## src/rtl/online_div_q_select.sv

```systemverilog
// Quotient-digit selection and residual register stage of the radix-2 online divider.
// Picks q_j in {-1,0,+1} from a short residual estimate and feeds w = 2v back to the adder.
//
// state   | meaning
// --------+-----------------------------------------------------------
// S_IDLE  | waiting for start, results of the previous run held
// S_DELAY | consuming the first DELTA x digits, no quotient digit yet
// S_ITER  | one quotient digit per enabled cycle, UNROLLING digits
// S_DONE  | one-cycle completion pulse, restart allowed
module online_div_q_select #(
  parameter int UNROLLING  = 64,
  parameter int ADDR_WIDTH = 7,
  parameter int EST_BITS   = 4,
  parameter int DELTA      = 3
) (
  input  logic                  clk,
  input  logic                  asyn_reset,
  input  logic                  enable,
  input  logic                  start,
  input  logic [UNROLLING-1:0]  v_plus_frac,
  input  logic [UNROLLING-1:0]  v_minus_frac,
  input  logic [1:0]            cout_one_in,
  input  logic [1:0]            cout_two_in,
  output logic [UNROLLING-1:0]  w_plus_frac,
  output logic [UNROLLING-1:0]  w_minus_frac,
  output logic [UNROLLING-1:0]  q_plus_vec,
  output logic [UNROLLING-1:0]  q_minus_vec,
  output logic [1:0]            cin_one,
  output logic [1:0]            cin_two,
  output logic [1:0]            q_digit,
  output logic [ADDR_WIDTH-1:0] rd_addr,
  output logic                  busy,
  output logic                  done
);

  typedef enum logic [1:0] {
    S_IDLE  = 2'd0,
    S_DELAY = 2'd1,
    S_ITER  = 2'd2,
    S_DONE  = 2'd3
  } state_t;

  // Estimate thresholds: +1 at E >= 2^(EST_BITS-2), -1 at E <= -(2^(EST_BITS-2)+1)
  localparam int POS_TH_I = 2 ** (EST_BITS - 2);
  localparam logic signed [EST_BITS:0] POS_TH = (EST_BITS + 1)'(POS_TH_I);
  localparam logic signed [EST_BITS:0] NEG_TH = (EST_BITS + 1)'(-POS_TH_I - 1);

  localparam logic [ADDR_WIDTH-1:0] CNT_DELAY_LOAD = ADDR_WIDTH'(DELTA - 1);
  localparam logic [ADDR_WIDTH-1:0] CNT_ITER_LOAD  = ADDR_WIDTH'(UNROLLING - 1);

  state_t                  state_r;
  state_t                  state_nxt;
  logic [ADDR_WIDTH-1:0]   cnt_r;
  logic [EST_BITS-1:0]     est_plus;
  logic [EST_BITS-1:0]     est_minus;
  logic signed [EST_BITS:0] est;
  logic                    sel_pos;
  logic                    sel_neg;
  logic [UNROLLING-1:0]    digit_mask;
  logic [ADDR_WIDTH-1:0]   rd_addr_inc;
  logic                    cnt_tc;

  assign est_plus  = v_plus_frac[UNROLLING-1 -: EST_BITS];
  assign est_minus = v_minus_frac[UNROLLING-1 -: EST_BITS];
  assign est       = $signed({est_plus[EST_BITS-1], est_plus})
                   - $signed({est_minus[EST_BITS-1], est_minus});
  assign sel_pos   = (est >= POS_TH);
  assign sel_neg   = (est <= NEG_TH);

  // Down-counter holds the bit position of the digit being produced in ITER
  assign digit_mask  = {{(UNROLLING-1){1'b0}}, 1'b1} << cnt_r;
  assign rd_addr_inc = (rd_addr == {ADDR_WIDTH{1'b1}}) ? rd_addr : rd_addr + ADDR_WIDTH'(1);
  assign cnt_tc      = (cnt_r == '0);

  always_ff @(posedge clk) begin
    if (asyn_reset) begin
      state_r <= S_IDLE;
    end else begin
      state_r <= state_nxt;
    end
  end

  always_comb begin
    state_nxt = state_r;
    if (enable) begin
      case (state_r)
        S_IDLE:  if (start) state_nxt = S_DELAY;
        S_DELAY: if (cnt_tc) state_nxt = S_ITER;
        S_ITER:  if (cnt_tc) state_nxt = S_DONE;
        S_DONE:  state_nxt = start ? S_DELAY : S_IDLE;
        default: state_nxt = S_IDLE;
      endcase
    end
  end

  always_comb begin
    busy = (state_r == S_DELAY) || (state_r == S_ITER);
    done = (state_r == S_DONE);
  end

  always_ff @(posedge clk) begin
    if (asyn_reset) begin
      w_plus_frac  <= '0;
      w_minus_frac <= '0;
      q_plus_vec   <= '0;
      q_minus_vec  <= '0;
      cin_one      <= '0;
      cin_two      <= '0;
      q_digit      <= '0;
      rd_addr      <= '0;
      cnt_r        <= '0;
    end else if (enable) begin
      case (state_r)
        S_IDLE, S_DONE: begin
          if (start) begin
            w_plus_frac  <= '0;
            w_minus_frac <= '0;
            q_plus_vec   <= '0;
            q_minus_vec  <= '0;
            cin_one      <= '0;
            cin_two      <= '0;
            q_digit      <= '0;
            rd_addr      <= '0;
            cnt_r        <= CNT_DELAY_LOAD;
          end
        end
        S_DELAY: begin
          w_plus_frac  <= {v_plus_frac[UNROLLING-2:0], 1'b0};
          w_minus_frac <= {v_minus_frac[UNROLLING-2:0], 1'b0};
          cin_one      <= cout_one_in;
          cin_two      <= cout_two_in;
          q_digit      <= 2'b00;
          rd_addr      <= rd_addr_inc;
          cnt_r        <= cnt_tc ? CNT_ITER_LOAD : cnt_r - ADDR_WIDTH'(1);
        end
        S_ITER: begin
          w_plus_frac  <= {v_plus_frac[UNROLLING-2:0], 1'b0};
          w_minus_frac <= {v_minus_frac[UNROLLING-2:0], 1'b0};
          cin_one      <= cout_one_in;
          cin_two      <= cout_two_in;
          q_digit      <= {sel_pos, sel_neg};
          if (sel_pos) q_plus_vec  <= q_plus_vec | digit_mask;
          if (sel_neg) q_minus_vec <= q_minus_vec | digit_mask;
          rd_addr      <= rd_addr_inc;
          cnt_r        <= cnt_tc ? cnt_r : cnt_r - ADDR_WIDTH'(1);
        end
        default: ;
      endcase
    end
  end

endmodule

```

## config.mk

```make
export PLATFORM = sky130hd
export DESIGN_NAME = online_div_q_select
export DESIGN_NICKNAME = d
export VERILOG_FILES = /design/src/rtl/online_div_q_select.sv
export SDC_FILE = /design/constraint.sdc
export NUM_CORES = 1
export LEC_CHECK = 0
export BUFFER_PORTS_ARGS = -buffer_cell sky130_fd_sc_hd__buf_2
export CORE_AREA = 3 3 156 158
export CTS_CLUSTER_DIAMETER = 50
export DETAILED_ROUTE_END_ITERATION = 10
export DIE_AREA = 0 0 159 161
export GPL_ROUTABILITY_DRIVEN = 0
export PLACE_DENSITY = 0.73
export SETUP_SLACK_MARGIN = 0.05
export SYNTH_ARGS = -nofsm -noshare
export SYNTH_HDL_FRONTEND = slang
export SYNTH_SLANG_ARGS = --single-unit
```

## constraint.sdc

```tcl
create_clock -name clk -period 3.6 [get_ports clk]
set_clock_uncertainty 0.15 [all_clocks]
set_input_delay 0.72 -clock clk [delete_from_list [all_inputs] [get_ports clk]]
set_output_delay 0.72 -clock clk [all_outputs]
set_load 0.01 [all_outputs]
```

# Word level (Yosys, flattened, before mapping)
# Index checks and enable logic that the tools add are counted.
# W data, S select, Z words.
# op_classes
add_sub_neg	3
n_lt_le_gt_ge	2
eq_ne	12
n_shift	1
mux	23
bitwise_logic	2
reduce_logical	12
# ops
operator	n
$pmux W64 S2	4
$mux W64	3
$or A64 B64 Y64	2
$shl A1 B7 Y64 const A	1
$mux W7	5
$pmux W7 S3	1
$ne A2 B2 Y1 const B	8
$pmux W7 S2	1
$reduce_and A4 Y1	3
$mux W2	4
$pmux W2 S2	2
$pmux W2 S4	1
$add A7 B1 Y7 const B	1
$eq A7 B7 Y1 const B	1
$logic_not A7 Y1	1
$sub A7 B1 Y7 const B	1
$pmux W2 S3	1
$reduce_and A3 Y1	2
$ge A5 B4 Y1 const B	1
$le A5 B4 Y1 const B	1
$sub A4 B4 Y5	1
$eq A2 B2 Y1 const B	2
$reduce_or A2 Y1	2
$eq A2 B1 Y1 const B	1
other kinds (5)	5
# totals
ff_bits	278
input_bits	136
output_inout_bits	271

# Logic depth before layout (Yosys ltp)
# Gate-level depths: netlist (run 1).
# logic_depth
depth_word	4
mapped_depth	11
mapped_depth_nobuf	8

# Worst setup path after synthesis (run 1)
# OpenSTA, ideal clock, no wires.
# synth_timing
path_type	input to register
from	in v_plus_frac[60]
to	reg q_minus_vec[20]
arrival_time_ps	2607
path_slack_ps	747
path_stages	11
n_path_buf	3
path_cell_list	inv_1 > ha_1 > inv_1 > fa_1 > and2_4 > o31a_1 > buf_6 > and2_4 > buf_6 > buf_6 > o41ai_2
# synth_between
elab_chain_cells	4
# synth_lines
item	line	text
start: declaration	20	input logic [UNROLLING-1:0] v_plus_frac,
$sub A4 B4 Y5	66	- $signed({est_minus[EST_BITS-1], est_minus});
$le A5 B4 Y1	68	assign sel_neg = (est <= NEG_TH);
$ne A2 B2 Y1 (no line)	-	
$reduce_and A4 Y1 (no line)	-	
end signal: assignment	143	if (sel_neg) q_minus_vec <= q_minus_vec | digit_mask;
end: declaration	27	output logic [UNROLLING-1:0] q_minus_vec,
# Every way passes these cells.
# A chain may end at the register's enable or synchronous reset.

# Worst setup path after layout (run 1)
# layout_timing
from	in v_plus_frac[60]
to	reg q_plus_vec[52]
# layout_between
elab_chain_cells	4
# layout_lines
item	line	text
$sub A4 B4 Y5	66	
$ge A5 B4 Y1	67	assign sel_pos = (est >= POS_TH);
$ne A2 B2 Y1 (no line)	-	
$reduce_and A4 Y1 (no line)	-	
end signal: assignment	142	if (sel_pos) q_plus_vec <= q_plus_vec | digit_mask;
end: declaration	26	output logic [UNROLLING-1:0] q_plus_vec,
# Every way passes these cells.

==> results of run 1 <==
==> report_power, final <==
part	internal [mW]	switching (mW)
Combinational	0.288	0.566
Sequential	3.15	0.0539
Clock	2.35	1.31
==> state kept, by name (all words and copies together) (netlist names) <==
register / flops
q_minus_vec: 64
q_plus_vec: 64
w_minus_frac: 63
w_plus_frac: 63
cnt_r: 7
rd_addr: 7
cin_one: 2
cin_two: 2
q_digit: 2
state_r: 2
==> critical path, cell delays in order <==
cell	delay [ns]
buf_2	0.12
inv_1	0.06
ha_1	0.16
inv_1	0.06
fa_1	0.45
xor2_1	0.22
nor2_1	0.15
mux2_2	0.83
o21ai_0	0.24
==> cell families after synthesis <==
family | count (synthesis) | share of synthesized area, %
simple gates | 416 | 18.1
compound gates | 306 | 20.9
flops | 276 | 52.4
buf+inv | 131 | 5.59
fa+ha+maj | 17 | 2.09
mux | 5 | 0.605
xor+xnor | 4 | 0.332
other cells | 1 | 0.0356
==> stage by stage <==
stage	hold slack (ns)	power [mW]	instance area, µm²	std cells
final	0.295	7.72	13900	1848
after global routing	0.307	8.00	13900	1848
after CTS	0.286	7.79	13900	1846
after detailed placement	0.282	4.12	12700	1786
after global placement	0.277	4.10	12700	1786
after floorplan	0.309	3.80	10500	1157
==> final cells by class <==
class	instances	share of cell area [%]
repair buffers	425	15.9
diodes	2	0.0359
clock inverters	16	1.85
flip-flops and latches	276	39.6
well taps	319	2.86
inverters	16	0.431
clock buffers	44	6.97
multi-input cells	750	32.3
==> path summary, 6_finish.rpt <==
path	start	end	slack [ns]
min	q_minus_vec[12]	q_minus_vec[12]	0.29
max reg2reg	state_r[0]	q_plus_vec[45]	0.77
max	v_plus_frac[60]	q_plus_vec[52]	0.76
min reg2reg	q_minus_vec[12]	q_minus_vec[12]	0.29
==> cells in the final DEF (no fill, tap or decap), types with 4 or more instances in the layout <==
| cell type | netlist | layout |
|---|---|---|
| clkinv_2 | 0 | 4 |
| a22oi_1 | 131 | 131 |
| nand3b_1 | 5 | 5 |
| o21ai_0 | 59 | 57 |
| inv_1 | 16 | 16 |
| bufinv_16 | 0 | 6 |
| clkbuf_16 | 0 | 37 |
| nand2_1 | 128 | 128 |
| nand2b_1 | 7 | 7 |
| clkbuf_1 | 73 | 5 |
| a21oi_1 | 8 | 8 |
| and3_1 | 8 | 8 |
| o41ai_2 | 5 | 5 |
| o31ai_1 | 47 | 46 |
| nand4_1 | 45 | 45 |
| nor2b_1 | 5 | 5 |
| and2_1 | 5 | 4 |
| nor2_1 | 147 | 146 |
| nor3b_1 | 5 | 5 |
| o21ai_1 | 13 | 13 |
| dfxtp_1 | 276 | 276 |
| buf_2 | 25 | 403 |
| o41ai_1 | 5 | 5 |
| nand3_1 | 42 | 42 |
| buf_4 | 7 | 19 |
| a32o_1 | 16 | 16 |
| ha_1 | 16 | 16 |
==> metal layers <==
metal  routed length (µm)  up-vias
met3                 2780       89
met1                13100     4632
met5                   61        -
li1                     -     4846
met2                16100      426
met4                 1560       10
==> results by group, run 1 <==
Routing
  • Post-route ant nets: 0
  • 1st-pass router iterations: 5
  • Iteration-0 DRC Markers: 604
  • Drt via density: 5.41
  • Avg WL per Cell: 18.2 µm
  • Vias: 10,003
  • Routed wire length: 33,600 µm
  • DRC: 0

Timing
  • Max_slew headroom: 34.6%
  • Clock period minus worst slack: between 2 and 3 ns
  • Period utilization: ~79%
  • Final setup violation count: 0
  • Setup repair after global routing missed its margin: false
  • Fin worst setup slack: 0.757 ns
  • F_max: 352 MHz
  • Least-Margin Pin Slew: 0.981 ns
  • Final Max Slew Viols: 0
  • Fin. Hold Viols: 0
  • Total Neg Setup Slack: 0 ns

Clock tree
  • Maximum clock insertion buffer count: 3
  • Post-CTS sizing: 0
  • H-Tree Level Count: 2
  • Clock latency on the worst-skew pair: 0.50 ns
  • Clock sink total: around 280
  • CTS tree: built
  • Clock Pin Slew Worst Setup and Hold Paths: 0.06 ns
  • Clock tree root buffer cell: clkbuf_16
  • Inserted Clock Buffers: 34
  • Post-CTS setup buffer count: 0
  • Cts hold-fix bufs: 0

Critical path
  • Critical Path End Type: register
  • WP data required: about 3.8 ns
  • Critical Path AT: 3.03 ns
  • Crit Path Class: input port to register
  • Crit Path Max Fanout: 50
  • Crit path launch type: input port
  • Reg2Reg Depth: 6

Final layout
  • Multi-input gate area: 4500 µm²
  • Layout area overhead: 32.2%
  • Reg area: 5530 µm²
  • Filler instances: about 2,100
  • Nets: 1,656
  • Layout cells sized above 1: 33.0%
  • Post-layout util: roughly 60%

Worst hold path
  • WHS Path Cells: 2
  • Worst hold path type: register to register

Logic synthesis
  • Area leader, netlist: dfxtp_1
  • Synth top area share: 52.4%
  • Synth Warn #: 0
  • Syn Inst Count: 1,156
  • Most frequent cell after synthesis: dfxtp_1
  • Post-synth ARST share: 0%
  • Number of synthesized flops with an enable pin: 0
  • Synth top cells by count: 276 x dfxtp_1, 147 x nor2_1, 131 x a22oi_1, 128 x nand2_1, 73 x clkbuf_1
  • Synthesized area per cell: about 9 µm²
  • Register area share after synthesis: 52.4%
  • #FFs+latches synth: ~280
  • Count of cell types in the netlist: 63
  • Top cells by area, synth: dfxtp_1 52%, a22oi_1 9.3%, nor2_1 5.2%, nand2_1 4.6%, o31ai_1 3.3%
  • Top_reg_cell synth: dfxtp_1
  • Post-Synthesis Cell Area: approximately 11,000 µm²

Outcome
  • Status: completed

Global route
  • Global-route wire length before repair: about 52,000 µm
  • GR met2 Demand/Resource: 41.6%
  • Tot GR Track Use: 24.8%
  • Largest net degree at the start of global routing: ~130
  • Initial antenna violation count: 7
  • GRT busiest layer: met2
  • Global route overflow: 0
  • GRT met3 Usage: 6.69%
  • Vias in the first global route: 9,609
  • GR Layer Usage met1: 29.6%

Pwr
  • Worst vdd ir: 0.350 mV
  • Leakage: 6.26 nW
  • Pwr/cell area: 554 nW/µm²

Placement
  • Placed wire-length estimate: 23,600 µm
  • Buffers on Ports: 404
  • Dpl ws: 0.281 ns

Die
  • Row count: 56
  • Core ar.: 23,300 µm²
  • Total I/O pin count: 407
  • Die Wd: 159 µm
  • Total Die Area: 25,600 µm²
  • Die Ht: 161 µm
  • Initial Util: 45.3%

Run
  • Max Cap Viol: 0
No activity file was read; power rests on OpenSTA's default activity.
==> run 2, diff against run 1 <==
==> constraint.sdc (replaced) <==
create_clock -name clk -period 2.9 [get_ports clk]
set_clock_uncertainty 0.15 [all_clocks]
set_input_delay 0.58 -clock clk [delete_from_list [all_inputs] [get_ports clk]]
set_output_delay 0.58 -clock clk [all_outputs]
set_load 0.01 [all_outputs]
==> results by group, run 2 (synthesis results as in run 1) <==
Outcome
  • Status: completed

Critical path
  • CP delay by family, top: compound AO/OA/AOI/OAI gates
  • Worst path cell trace: inv_1, ha_1, and3b_1, o21ai_4, buf_4, nand2_1, o21ai_0
  • Reg2Reg Depth: 7 (+1)
  • WP data required: 3.16 ns (-0.63 ns)
  • Crit Path Max Fanout: 34 (-32%)
  • Crit path launch type: register
  • Critical Path End Type: register
  • Crit Path Class: register to register
  • Max incr delay on CP: 0.71 ns (-0.12 ns)
  • Crit path depth: 7 (-2)
  • Bufs and invs on worst path: 2 (-1)
  • Critical Path AT: 2.76 ns (-0.27 ns)
  • Slowest-stage cell, CP: o21ai_4

Final layout
  • Post-layout util: 59.9% (about the same)
  • Layout area overhead: 32.2% (about the same)
  • Reg area: 5530 µm² (unchanged)
  • Filler instances: 2,104 (-0.94%)
  • Antenna cells: 0 (-2)
  • Layout cells sized above 1: 33.2% (+0.18 points)
  • Nets: 1,664 (+0.48%)
  • Multi-input gate area: 4510 µm² (about the same)
  • Design Area, Final: 13,900 µm² (about the same)
  • Top flop regs: q_minus_vec x64, q_plus_vec x64
  • Commonest non-fill, non-tap cells in the layout: 403 x buf_2, 276 x dfxtp_1, 146 x nor2_1
  • Commonest non-fill, non-tap cell in the layout: buf_2

Pwr
  • Sequential Power Share: 43.5% (+2.0 points)
  • Leakage: 6.26 nW (about the same)
  • Post-layout total power: 9.15 mW (+18%)
  • Worst vdd ir: 0.503 mV (+44%)
  • Pwr/cell area: 656 nW/µm² (+18%)
  • Sw frac: 26.2% (+1.2 points)
  • Logic pwr share: 12.0% (+0.9 points)
  • Switching power total: 2.40 mW (+24%)
  • Clock share of power: 44.5% (-3.0 points)
  • Pint: 6.75 mW (+17%)

Global route
  • Global route overflow: 0 (unchanged)
  • Largest net degree at the start of global routing: 94 (-27%)
  • Initial antenna violation count: 5 (-2)
  • Global-route wire length before repair: 53,000 µm (+1.9%)
  • Vias in the first global route: 9,555 (-0.56%)
  • Tot GR Track Use: 25.5% (+0.68 points)

Routing
  • Avg WL per Cell: 18.6 µm (+2.1%)
  • Drt via density: 5.46 (+0.88%)
  • Iteration-0 DRC Markers: 700 (+16%)
  • Routed wire length: 34,400 µm (+2.4%)
  • 1st-pass router iterations: 5 (unchanged)
  • Post-route ant nets: 0 (unchanged)
  • Vias: 10,118 (+1.1%)
  • DRC: 0 (unchanged)

Placement
  • Placement Cell Area: 12,800 µm² (+1.1%)
  • Placed wire-length estimate: 24,400 µm (+3.3%)
  • Buffers on Ports: 404 (unchanged)

Die
  • Die Ht: 161 µm (unchanged)
  • Total Die Area: 25,600 µm² (unchanged)
  • Total I/O pin count: 407 (unchanged)
  • Row count: 56 (unchanged)
  • Die Wd: 159 µm (unchanged)
  • Initial Util: 45.3% (unchanged)
  • Core ar.: 23,300 µm² (unchanged)

Timing
  • Final Max Slew Viols: 0 (unchanged)
  • Least-Margin Pin Slew: 0.960 ns (-0.0204 ns)
  • Hold WS: 0.160 ns (-0.135 ns)
  • Clock period minus worst slack: ~2.5 ns
  • F_max: 400 MHz
  • Fin. Hold Viols: 0 (unchanged)
  • Setup repair after global routing missed its margin: false
  • Total Neg Setup Slack: 0 ns (unchanged)
  • Final setup violation count: 0 (unchanged)
  • Max_slew headroom: 36.0% (+1.4 points)
  • Period utilization: between 80% and 90%

Clock tree
  • Clock latency on the worst-skew pair: 0.50 ns (about the same)
  • Post-CTS setup buffer count: 0 (unchanged)
  • Clock sink total: 276 (unchanged)
  • Maximum clock insertion buffer count: 3 (unchanged)
  • Inserted Clock Buffers: 34 (unchanged)
  • H-Tree Level Count: 2 (unchanged)
  • Clock Pin Slew Worst Setup and Hold Paths: 0.06 ns (about the same)
  • CTS tree: built
  • Clock tree root buffer cell: clkbuf_16

Worst hold path
  • Worst hold path type: input port to register
  • WHS Path Cells: 3 (+1)

Run
  • Max Cap Viol: 0 (unchanged)
==> run 2: layout make-up <==
type / count / share of cell area [%]
clock inverters: 10 / 0.592
well taps: 319 / 2.86
repair buffers: 433 / 16.9
clock buffers: 49 / 7.25
inverters: 16 / 0.431
flip-flops and latches: 276 / 39.6
multi-input cells: 750 / 32.3
==> run 2: worst paths after layout <==
path	from	end	slack (ns)
setup / recovery	state_r[1]	q_minus_vec[30]	0.40
hold / removal	v_plus_frac[53]	w_plus_frac[54]	0.16
setup reg to reg	state_r[1]	q_minus_vec[30]	0.40
hold reg to reg	q_plus_vec[59]	q_plus_vec[59]	0.29
==> run 2: worst min-delay path, stage by stage <==
cell and delay, ns:
buf_2 0.07, a22oi_1 0.05, nor2_1 0.07
==> run 2: timing repair <==
action / 4_1_cts / 5_1_grt
hold endpoints to repair: 0 / 0
gates resized for setup: 0 / 1
endpoints found under the setup margin: 0 / 14
hold buffers: 0 / 0
==> run 2: power by group through the flow <==
stage          sequential, mW  combinational (mW)  clock, mW
3_5_place_dp             4.06                1.10          0
2_1_floorplan            4.10               0.617          0
3_3_place_gp             4.05                1.08          0
4_1_cts                  3.98                1.11       4.14
6_report                 3.98                1.10       4.07
5_1_grt                  3.99                1.21       4.30
==> run 2: per-layer routing <==
metal / GRT usage, % / part of all wire (%) / wire (µm)
met2: 42.8 / 48 / 16500
met3: 7.69 / 9.1 / 3120
met1: 30.4 / 39 / 13300
met4: 10.9 / 4.2 / 1460
met5: 0 / 0.16 / 56
==> run 2: metrics by stage <==
| stage | worst slack [ns] | cells |
|---|---|---|
| 3_3_place_gp | -0.277 | 1794 |
| 5_1_grt | 0.197 | 1853 |
| 4_1_cts | 0.214 | 1853 |
| 2_1_floorplan | 0.187 | 1157 |
| 3_5_place_dp | -0.284 | 1794 |
| 6_report | 0.402 | 1853 |
==> run 3, diff against run 2 <==
--- a/config.mk
+++ b/config.mk
@@ -12,6 +12,7 @@
 export DIE_AREA = 0 0 159 161
 export GPL_ROUTABILITY_DRIVEN = 0
 export PLACE_DENSITY = 0.73
+export REMOVE_ABC_BUFFERS = 1
 export SETUP_SLACK_MARGIN = 0.05
 export SYNTH_ARGS = -nofsm -noshare
 export SYNTH_HDL_FRONTEND = slang
==> results by group, run 3 (synthesis results as in run 1) <==
Clock tree
  • Post-CTS setup buffer count: 0 (unchanged)
  • CTS tree: built
  • Clock tree root buffer cell: clkbuf_16
  • Clock latency on the worst-skew pair: 0.49 ns (about the same)
  • Cts hold-fix bufs: 0 (unchanged)
  • H-Tree Level Count: 2 (unchanged)
  • Clock Pin Slew Worst Setup and Hold Paths: 0.06 ns (about the same)
  • Post-CTS sizing: 0 (unchanged)
  • Maximum clock insertion buffer count: 3 (unchanged)
  • Inserted Clock Buffers: 34 (unchanged)
  • Clock sink total: 276 (unchanged)

Die
  • Die Wd: 159 µm (unchanged)
  • Core ar.: 23,300 µm² (unchanged)
  • Total I/O pin count: 407 (unchanged)
  • Die Ht: 161 µm (unchanged)
  • Initial Util: 45.3% (unchanged)
  • Row count: 56 (unchanged)
  • Total Die Area: 25,600 µm² (unchanged)

Timing
  • Fin. Hold Viols: 0 (unchanged)
  • Max_slew headroom: 51.0% (+15 points)
  • Least-Margin Pin Slew: 0.734 ns (-0.227 ns)
  • Clock period minus worst slack: 2.63 ns (+0.135 ns)
  • Hold WS: 0.166 ns (+0.00627 ns)
  • Final Max Slew Viols: 0 (unchanged)
  • Period utilization: 90.8% (+4.7 points)
  • F_max: 380 MHz (-5.1%)
  • Setup repair after global routing missed its margin: false
  • Final setup violation count: 0 (unchanged)

Final layout
  • Nets: 1,667 (+0.18%)
  • Top flop regs: q_minus_vec x64, q_plus_vec x64
  • Commonest non-fill, non-tap cells in the layout: 403 x buf_2, 276 x dfxtp_1, 146 x nor2_1
  • Non-Filler Instances: 1,860 (+0.38%)
  • Filler instances: 2,016 (-4.2%)
  • Post-layout util: 60.8% (+0.86 points)
  • Layout cells sized above 1: 33.6% (+0.43 points)
  • Commonest non-fill, non-tap cell in the layout: buf_2
  • Layout area overhead: 34.1%

Routing
  • Vias: 10,281 (+1.6%)
  • Iteration-0 DRC Markers: 701 (+0.14%)
  • Post-route ant nets: 0 (unchanged)
  • 1st-pass router iterations: 5 (unchanged)
  • Drt via density: 5.53 (+1.2%)
  • Routed wire length: 34,800 µm (+1.2%)
  • Avg WL per Cell: 18.7 µm (+0.87%)
  • DRC: 0 (unchanged)

Critical path
  • Crit path depth: 7 (unchanged)
  • CP endpoint: q_plus_vec[45]
  • Crit Path Max Fanout: 48 (+41%)
  • R2R setup slack: 0.27 ns (-0.13 ns)
  • Critical Path AT: 2.91 ns (+0.15 ns)
  • Max incr delay on CP: 0.47 ns (-0.24 ns)
  • CP delay by family, top: simple AND/OR/NAND/NOR gates
  • Bufs and invs on worst path: 2 (unchanged)
  • CP Launch Point: state_r[0]
  • Critical Path End Type: register
  • Worst r2r dst: q_plus_vec[45]
  • Crit path launch type: register
  • Reg2reg start: state_r[0]
  • Reg2Reg Depth: 7 (unchanged)
  • WP data required: 3.18 ns (+0.02 ns)
  • Crit Path Class: register to register
  • Slowest-stage cell, CP: or3b_4
  • Worst path cell trace: inv_1, ha_1, or3b_4, nor3_4, buf_12, and2_0, a32o_1

Global route
  • Global-route wire length before repair: 53,600 µm (+1.3%)
  • Tot GR Track Use: 25.6% (+0.13 points)
  • Global route overflow: 0 (unchanged)
  • Initial antenna violation count: 6 (+1)
  • Vias in the first global route: 9,743 (+2.0%)
  • Largest net degree at the start of global routing: 132 (+40%)

Pwr
  • Pwr/cell area: 686 nW/µm² (+4.6%)
  • Worst vdd ir: 0.508 mV (+0.97%)
  • Leakage: 6.37 nW (+1.7%)

Outcome
  • Status: completed

Worst hold path
  • Worst hold path type: input port to register

Placement
  • Placed insts: 1,797 (+0.17%)
  • Placed wire-length estimate: 24,400 µm (+0.12%)
  • Buffers on Ports: 404 (unchanged)

Run
  • Max Cap Viol: 0 (unchanged)
## run 3: cell types whose count changed in the layout (fill, tap and decap cells not counted), moves of 2 or more
cell | previous run | this run
bufinv_16 | 0 | 6
clkbuf_1 | 8 | 3
clkbuf_8 | 4 | 8
diode_2 | 0 | 3
buf_12 | 9 | 11
clkbuf_16 | 37 | 35
clkinv_4 | 2 | 0
inv_6 | 1 | 3
## run 3: cell type report
| class | count | area, µm² | area share, % |
|---|---|---|---|
| Inverter | 16 | 60.1 | 0.425 |
| Timing Repair Buffer | 436 | 2400 | 17.0 |
| Clock buffer | 46 | 997 | 7.05 |
| Tap cell | 319 | 399 | 2.82 |
| Sequential cell | 276 | 5530 | 39.1 |
| Multi-Input combinational cell | 750 | 4500 | 31.8 |
| Antenna cell | 3 | 7.51 | 0.0531 |
| Clock inverter | 14 | 244 | 1.73 |
## run 3: worst min path at each step
| stage | from | endpoint | slack [ns] | cells past startpoint |
|---|---|---|---|---|
| 6_report | v_plus_frac[30] | w_plus_frac[31] | 0.17 | 3 |
| 5_1_grt | v_minus_frac[44] | w_minus_frac[45] | 0.15 | 3 |
| 4_1_cts | v_minus_frac[43] | w_minus_frac[44] | 0.14 | 3 |
| 3_5_place_dp | q_plus_vec[14] | q_plus_vec[14] | 0.29 | 2 |
| 3_3_place_gp | q_plus_vec[37] | q_plus_vec[37] | 0.28 | 2 |
| 2_1_floorplan | cnt_r[6] | cnt_r[6] | 0.31 | 1 |
## run 3: where the power goes
part           total (mW)  leakage, nW  switching, mW  internal, mW
clock                4.60        0.615           1.63          2.96
sequential           3.98         2.23         0.0690          3.91
combinational        1.13         3.52          0.725         0.403
## run 3: metrics by stage
step	cell area [µm²]	setup slack, ns	TNS (ns)	total power, mW
after floorplan	10000	-9.17	-1925.97	4.64
after global placement	12900	0.0773	0	5.16
after detailed placement	12900	-0.0327	-0.0327	5.18
after CTS	14100	0.225	0	9.79
after global routing	14100	0.0787	0	10.1
final	14100	0.267	0	9.70
## run 3: worst reg2reg max path: stages, from the launching register on
cell and delay (ns):
dfxtp_1 0.32, inv_1 0.14, ha_1 0.44, or3b_4 0.47, nor3_4 0.21, buf_12 0.25, and2_0 0.37, a32o_1 0.22
## run 3: layer usage
| layer | track usage (%) | wire length [µm] | vias to the layer above |
|---|---|---|---|
| met5 | 0 | 38 | - |
| met4 | 8.32 | 980 | 6 |
| met3 | 8.13 | 3280 | 69 |
| met2 | 43.0 | 16600 | 464 |
| met1 | 31.5 | 13900 | 4884 |
| li1 | - | - | 4858 |
